### src/rtl/uart_tx_pkg.sv
// uart_tx_pkg: shared FSM states, default parameters and line levels for fifo_uart_tx (parity via FIFO_UART_TX_PARITY_EN)
package uart_tx_pkg;

   typedef enum logic [2:0] {
      IDLE,
      REQ,
      WAIT,
      START,
      DATA,
      PARITY,
      STOP
   } state_t;

   localparam int DEF_WIDTH        = 8;
   localparam int DEF_CLKS_PER_BIT = 16;

   localparam logic LINE_IDLE  = 1'b1;
   localparam logic LINE_START = 1'b0;
   localparam logic LINE_STOP  = 1'b1;

endpackage

### src/rtl/baud_tick_gen.sv
// baud_tick_gen: free-running 0..CLKS_PER_BIT-1 bit timer, held at 0 while clear is high
module baud_tick_gen #(
   parameter int CLKS_PER_BIT = 16,
   parameter int CNT_W        = $clog2(CLKS_PER_BIT)
) (
   input  logic             clk,
   input  logic             reset,
   input  logic             clear,
   output logic             tick,
   output logic [CNT_W-1:0] count
);

   assign tick = count == CNT_W'(CLKS_PER_BIT - 1);

   // count within a bit, wrapping at the bit boundary so every bit is exactly CLKS_PER_BIT cycles
   always_ff @(posedge clk or posedge reset) begin
      if (reset)
         count <= '0;
      else if (clear || tick)
         count <= '0;
      else
         count <= count + 1'b1;
   end

endmodule

### src/rtl/fifo_uart_tx.sv
// fifo_uart_tx: pops words from a synchronous FIFO and sends them as UART frames (FIFO_UART_TX_PARITY_EN adds even parity)
module fifo_uart_tx
   import uart_tx_pkg::*;
#(
   parameter int WIDTH        = DEF_WIDTH,
   parameter int CLKS_PER_BIT = DEF_CLKS_PER_BIT,
   parameter int CNT_W        = $clog2(CLKS_PER_BIT),
   parameter int IDX_W        = $clog2(WIDTH)
) (
   input  logic             clk,
   input  logic             reset,
   input  logic             tx_en,
   input  logic             fifo_empty,
   input  logic [WIDTH-1:0] fifo_rdata,
   output logic             fifo_rd_en,
   output logic             tx,
   output logic             busy,
   output logic             frame_done
);

   state_t           state;
   logic [WIDTH-1:0] shift_reg;
   logic [IDX_W-1:0] bit_idx;
   logic             tick;
   logic [CNT_W-1:0] count;
   logic             clear;
`ifdef FIFO_UART_TX_PARITY_EN
   logic             parity_bit;
`endif

   // the bit timer only runs while a frame is on the line, so START always begins at count 0
   assign clear = state inside {IDLE, REQ, WAIT};

   baud_tick_gen #(
      .CLKS_PER_BIT(CLKS_PER_BIT),
      .CNT_W       (CNT_W)
   ) u_baud (
      .clk  (clk),
      .reset(reset),
      .clear(clear),
      .tick (tick),
      .count(count)
   );

   // frame sequencer; tx/busy/frame_done are loaded with the value of the next cycle so they come straight from flops
   always_ff @(posedge clk or posedge reset) begin
      if (reset) begin
         state      <= IDLE;
         tx         <= LINE_IDLE;
         fifo_rd_en <= 1'b0;
         busy       <= 1'b0;
         frame_done <= 1'b0;
         shift_reg  <= '0;
         bit_idx    <= '0;
`ifdef FIFO_UART_TX_PARITY_EN
         parity_bit <= 1'b0;
`endif
      end else begin
         fifo_rd_en <= 1'b0;
         frame_done <= (state == STOP) && (count == CNT_W'(CLKS_PER_BIT - 2));
         case (state)
            IDLE:
               if (tx_en && !fifo_empty) begin
                  state      <= REQ;
                  fifo_rd_en <= 1'b1;
                  busy       <= 1'b1;
               end
            REQ:
               state <= WAIT;
            WAIT: begin
               state     <= START;
               shift_reg <= fifo_rdata;
               tx        <= LINE_START;
`ifdef FIFO_UART_TX_PARITY_EN
               parity_bit <= ^fifo_rdata;
`endif
            end
            START:
               if (tick) begin
                  state   <= DATA;
                  tx      <= shift_reg[0];
                  bit_idx <= '0;
               end
            DATA:
               if (tick) begin
                  shift_reg <= shift_reg >> 1;
                  bit_idx   <= bit_idx + 1'b1;
                  if (bit_idx == IDX_W'(WIDTH - 1)) begin
`ifdef FIFO_UART_TX_PARITY_EN
                     state <= PARITY;
                     tx    <= parity_bit;
`else
                     state <= STOP;
                     tx    <= LINE_STOP;
`endif
                  end else begin
                     tx <= shift_reg[1];
                  end
               end
`ifdef FIFO_UART_TX_PARITY_EN
            PARITY:
               if (tick) begin
                  state <= STOP;
                  tx    <= LINE_STOP;
               end
`endif
            STOP:
               if (tick) begin
                  state <= IDLE;
                  busy  <= 1'b0;
               end
            default: begin
               state <= IDLE;
               tx    <= LINE_IDLE;
               busy  <= 1'b0;
            end
         endcase
      end
   end

endmodule

### config.mk
export PLATFORM = sky130hd
export DESIGN_NAME = fifo_uart_tx
export DESIGN_NICKNAME = d
export VERILOG_FILES = /design/src/rtl/uart_tx_pkg.sv /design/src/rtl/baud_tick_gen.sv /design/src/rtl/fifo_uart_tx.sv
export SDC_FILE = /design/constraint.sdc
export NUM_CORES = 1
export LEC_CHECK = 0
export ABC_AREA = 1
export CAP_MARGIN = 10
export CORE_UTILIZATION = 54
export DETAILED_ROUTE_END_ITERATION = 7
export GPL_TIMING_DRIVEN = 0
export PLACE_DENSITY = 0.78
export SYNTH_ARGS = -nofsm -noshare
export SYNTH_HDL_FRONTEND = slang
export SYNTH_HIERARCHICAL = 1
export SYNTH_SLANG_ARGS = --single-unit
### constraint.sdc
create_clock -name clk -period 1.8 [get_ports clk]
set_input_delay 0.27 -clock clk [delete_from_list [all_inputs] [get_ports clk]]
set_output_delay 0.27 -clock clk [all_outputs]
set_load 0.02 [all_outputs]
==> summary.md <==
| Metric | Value |
|---|---|
| Synth top area cells | `dfrtp_1 41%, nand2_1 12%, o21ai_2 6.8%, inv_1 5.9%, nand3_1 4.3%` |
| DPL Wire Length | `1730 um` |
| # DRC | `0` |
| Worst Path Required | `~1.5 ns` |
| Clock Power Share | `about a third` |
| Setup violators final | `0` |
| Post-DRT Antenna Nets | `0` |
| Seq. cell area | `552 um^2` |
| Sink Count | `22` |
| Final TNS setup | `0 ns` |
| RSZ-0062 raised after global routing | `false` |
| Core area | `between 2000 and 2500 um^2` |
| Critical path class | `reg -> out` |
| H-tree levels | `1` |
| ANT cells | `0` |
| Largest stage delay on the critical path | `0.60 ns` |
| Crit-path cells | `clkdlybuf4s50_1` |
| Final worst-path cycle share | `95.6%` |
| Vias in the first global route | `around 1k` |
| DRT Wirelength | `about 2300 um` |
| Die area | `~2600 um^2` |
| Worst slew pin tran | `0.696 ns` |
| Status | `finished clean` |
| Layout Skew | `around 0.0046 ns` |
| Initial drt markers | `19` |
| CTS tree | `done` |
| FILL cells | `between 150 and 200` |
| Max-slew violation count | `0` |
| Crit-path max FO | `2` |
| Vias per cell | `between 5 and 6` |
| Cell Rows | `17` |
| # hold bufs at CTS | `0` |
| Starting Density | `a little under three fifths` |
| YS warnings | `6` |
| Tot Pwr | `between 0.8 and 0.9 mW` |
| Max FFs per register | `8` |
| CP max-delay cell | `clkdlybuf4s50_1` |
| Hold Path Class | `in -> async` |
| Die Wd | `50.7 um` |
| Final nets | `approximately 190` |
| P per Cell Area | `between 500 and 600 nW/um^2` |
| Drt wl/cell | `11.4 um` |
| IO Count | `16` |
| Synth Net Count | `between 150 and 200` |
| Max-cap violations | `0` |
| Post-layout min period | `1.72 ns` |
| Top cell type's share of synthesized area | `approximately two fifths` |
| Sequential area share after synthesis | `a little over two fifths` |
| Slew headroom | `between 50% and 60%` |
| Via count | `~1.1k` |
| Post-synthesis average cell area | `8.20 um^2` |
| Post-Synthesis Cells | `between 150 and 200` |
| Input/output buffers | `15` |
| Chip height | `a little over 50 um` |
| Area leader, netlist | `dfrtp_1` |
| Synth Area in Compound Gates | `approximately 12%` |
| Post-Synth XOR/XNOR Area | `0%` |
| Share of layout cells above drive strength 1 | `around 20%` |
| Mux contribution to synthesized area | `0%` |
| Clock transition at path regs | `0.12 ns` |
| Grt total ovfl | `0` |
| Grt met2 use | `a little over a third` |
| Crit start category | `flop` |
| Sequential share of power | `61.3%` |
| Initial antenna violation count | `0` |
| CTS max path bufs | `2` |
| Sw power | `~0.17 mW` |
| Logic pwr share | `under 10%` |
| Cell Int Power | `about 0.64 mW` |
| Commonest non-fill, non-tap cell in the layout | `nand2_1` |
| Placer's final routability congestion estimate | `0.917` |
| Footprint of the multi-input gates | `around 600 um^2` |
| Net Sw Frac | `~21%` |
| Worst VDD drop | `between 0.4 and 0.5 mV` |
| Global routing usage on met1 | `a little over a quarter` |
| CP top delay family | `buffers and inverters` |
| Pin count of the biggest net entering global routing | `19` |
| Mapped cell area | `approximately 1300 um^2` |
| Post-synthesis cell type count | `23` |
| Final hold vios | `0` |
| Hold Slack | `0.153 ns` |
| Arr. time, crit path | `1.45 ns` |
| Largest family of logic cells by synthesized area | `simple AND/OR/NAND/NOR gates` |
| Area grow syn2layout | `17.5%` |
| FF+latch count, synth | `22` |
| First-pass DRT Iterations | `4` |
| CP bufs+invs | `1` |
| Most frequent cells in the layout | `42 x nand2_1, 21 x dfrtp_1, 20 x inv_1` |
| Synthesized-area fraction occupied by adder cells | `slightly below 3%` |
| Num CTS Buffers | `3` |
| Top achievable clock speed | `581 MHz` |
| Postcts setup bufs | `0` |
| All-Layer GR Usage | `a little over a fifth` |
| Worst-Skew Late Latency | `a little over 0.3 ns` |
| Layout Utilization | `between 60% and 70%` |
| Leak Pwr | `between 0.7 and 0.8 nW` |
| Most Crowded Layer GR | `met2` |
| CTS root buffer | `clkbuf_4` |
| Worst Setup End Kind | `output port` |
| First-pass GRT wire length | `slightly above 4000 um` |
| Simple-gate share of the synthesized area | `between 30% and 40%` |
| Met3 Use GR | `a little under 4%` |
-- layout make-up --
class	instances	area share, %
tap	28	2.33
clock buffer	4	2.41
sequential	22	36.7
buffer	4	3.58
multi-input combinational	109	39.8
inverter	21	5.24
timing repair buffer	15	9.98
-- what timing repair did --
action | 4_1_cts | 5_1_grt
endpoints found under the hold margin | 0 | 0
setup endpoints to repair | 0 | 5
resized for setup | 0 | 1
-- cell families after synthesis --
group / Yosys count
simple gates: 85
fa+ha+maj: 3
buf+inv: 25
compound gates: 21
flops: 22
-- worst paths after layout --
kind	startpoint	to	slack, ns	cells past startpoint
worst max-delay path	tx	tx	0.08	1
worst min-delay path	reset	u_baud/count[3]	0.15	2
worst max register to register	u_baud/count[0]	state[2]	0.16	8
worst min register to register	busy	busy	0.48	2
max in group asynchronous	reset	frame_done	0.98	2
min in group clk	busy	busy	0.48	2
-- per-layer routing --
metal / vias up / routed length, um
li1: 534 / -
met4: 0 / 48
met5: - / 0
met2: 19 / 1090
met3: 6 / 81
met1: 505 / 1090
-- cell usage after synthesis --
library cell,number
nand3_1,11
or2_2,1
nand2_2,6
inv_1,20
o21ai_0,5
nor2_2,2
inv_2,1
o21bai_4,1
nor2_1,14
nand2_1,42
ha_1,3
nor2_4,1
dfrtp_1,21
nand4_1,3
a21oi_1,1
buf_12,1
o21ai_1,4
nand3_2,2
dfstp_2,1
nand2_4,2
nor3b_1,1
buf_6,3
o21ai_2,10
-- stage by stage --
step	worst slack, ns	instances	instance area (um^2)
floorplan	0.301	156	1280
global placement	0.154	199	1470
detailed placement	0.0665	199	1470
CTS	0.0597	203	1500
global route	0.0419	203	1500
finish	0.0800	203	1500
-- power by group through the flow --
stage	Sequential (mW)	Combinational [mW]	Clock (mW)
floorplan	0.507	0.0101	0
global placement	0.505	0.0404	0
detailed placement	0.505	0.0414	0
CTS	0.496	0.0415	0.283
global route	0.496	0.0448	0.298
finish	0.496	0.0402	0.273
No activity file was read; power rests on OpenSTA's default activity.
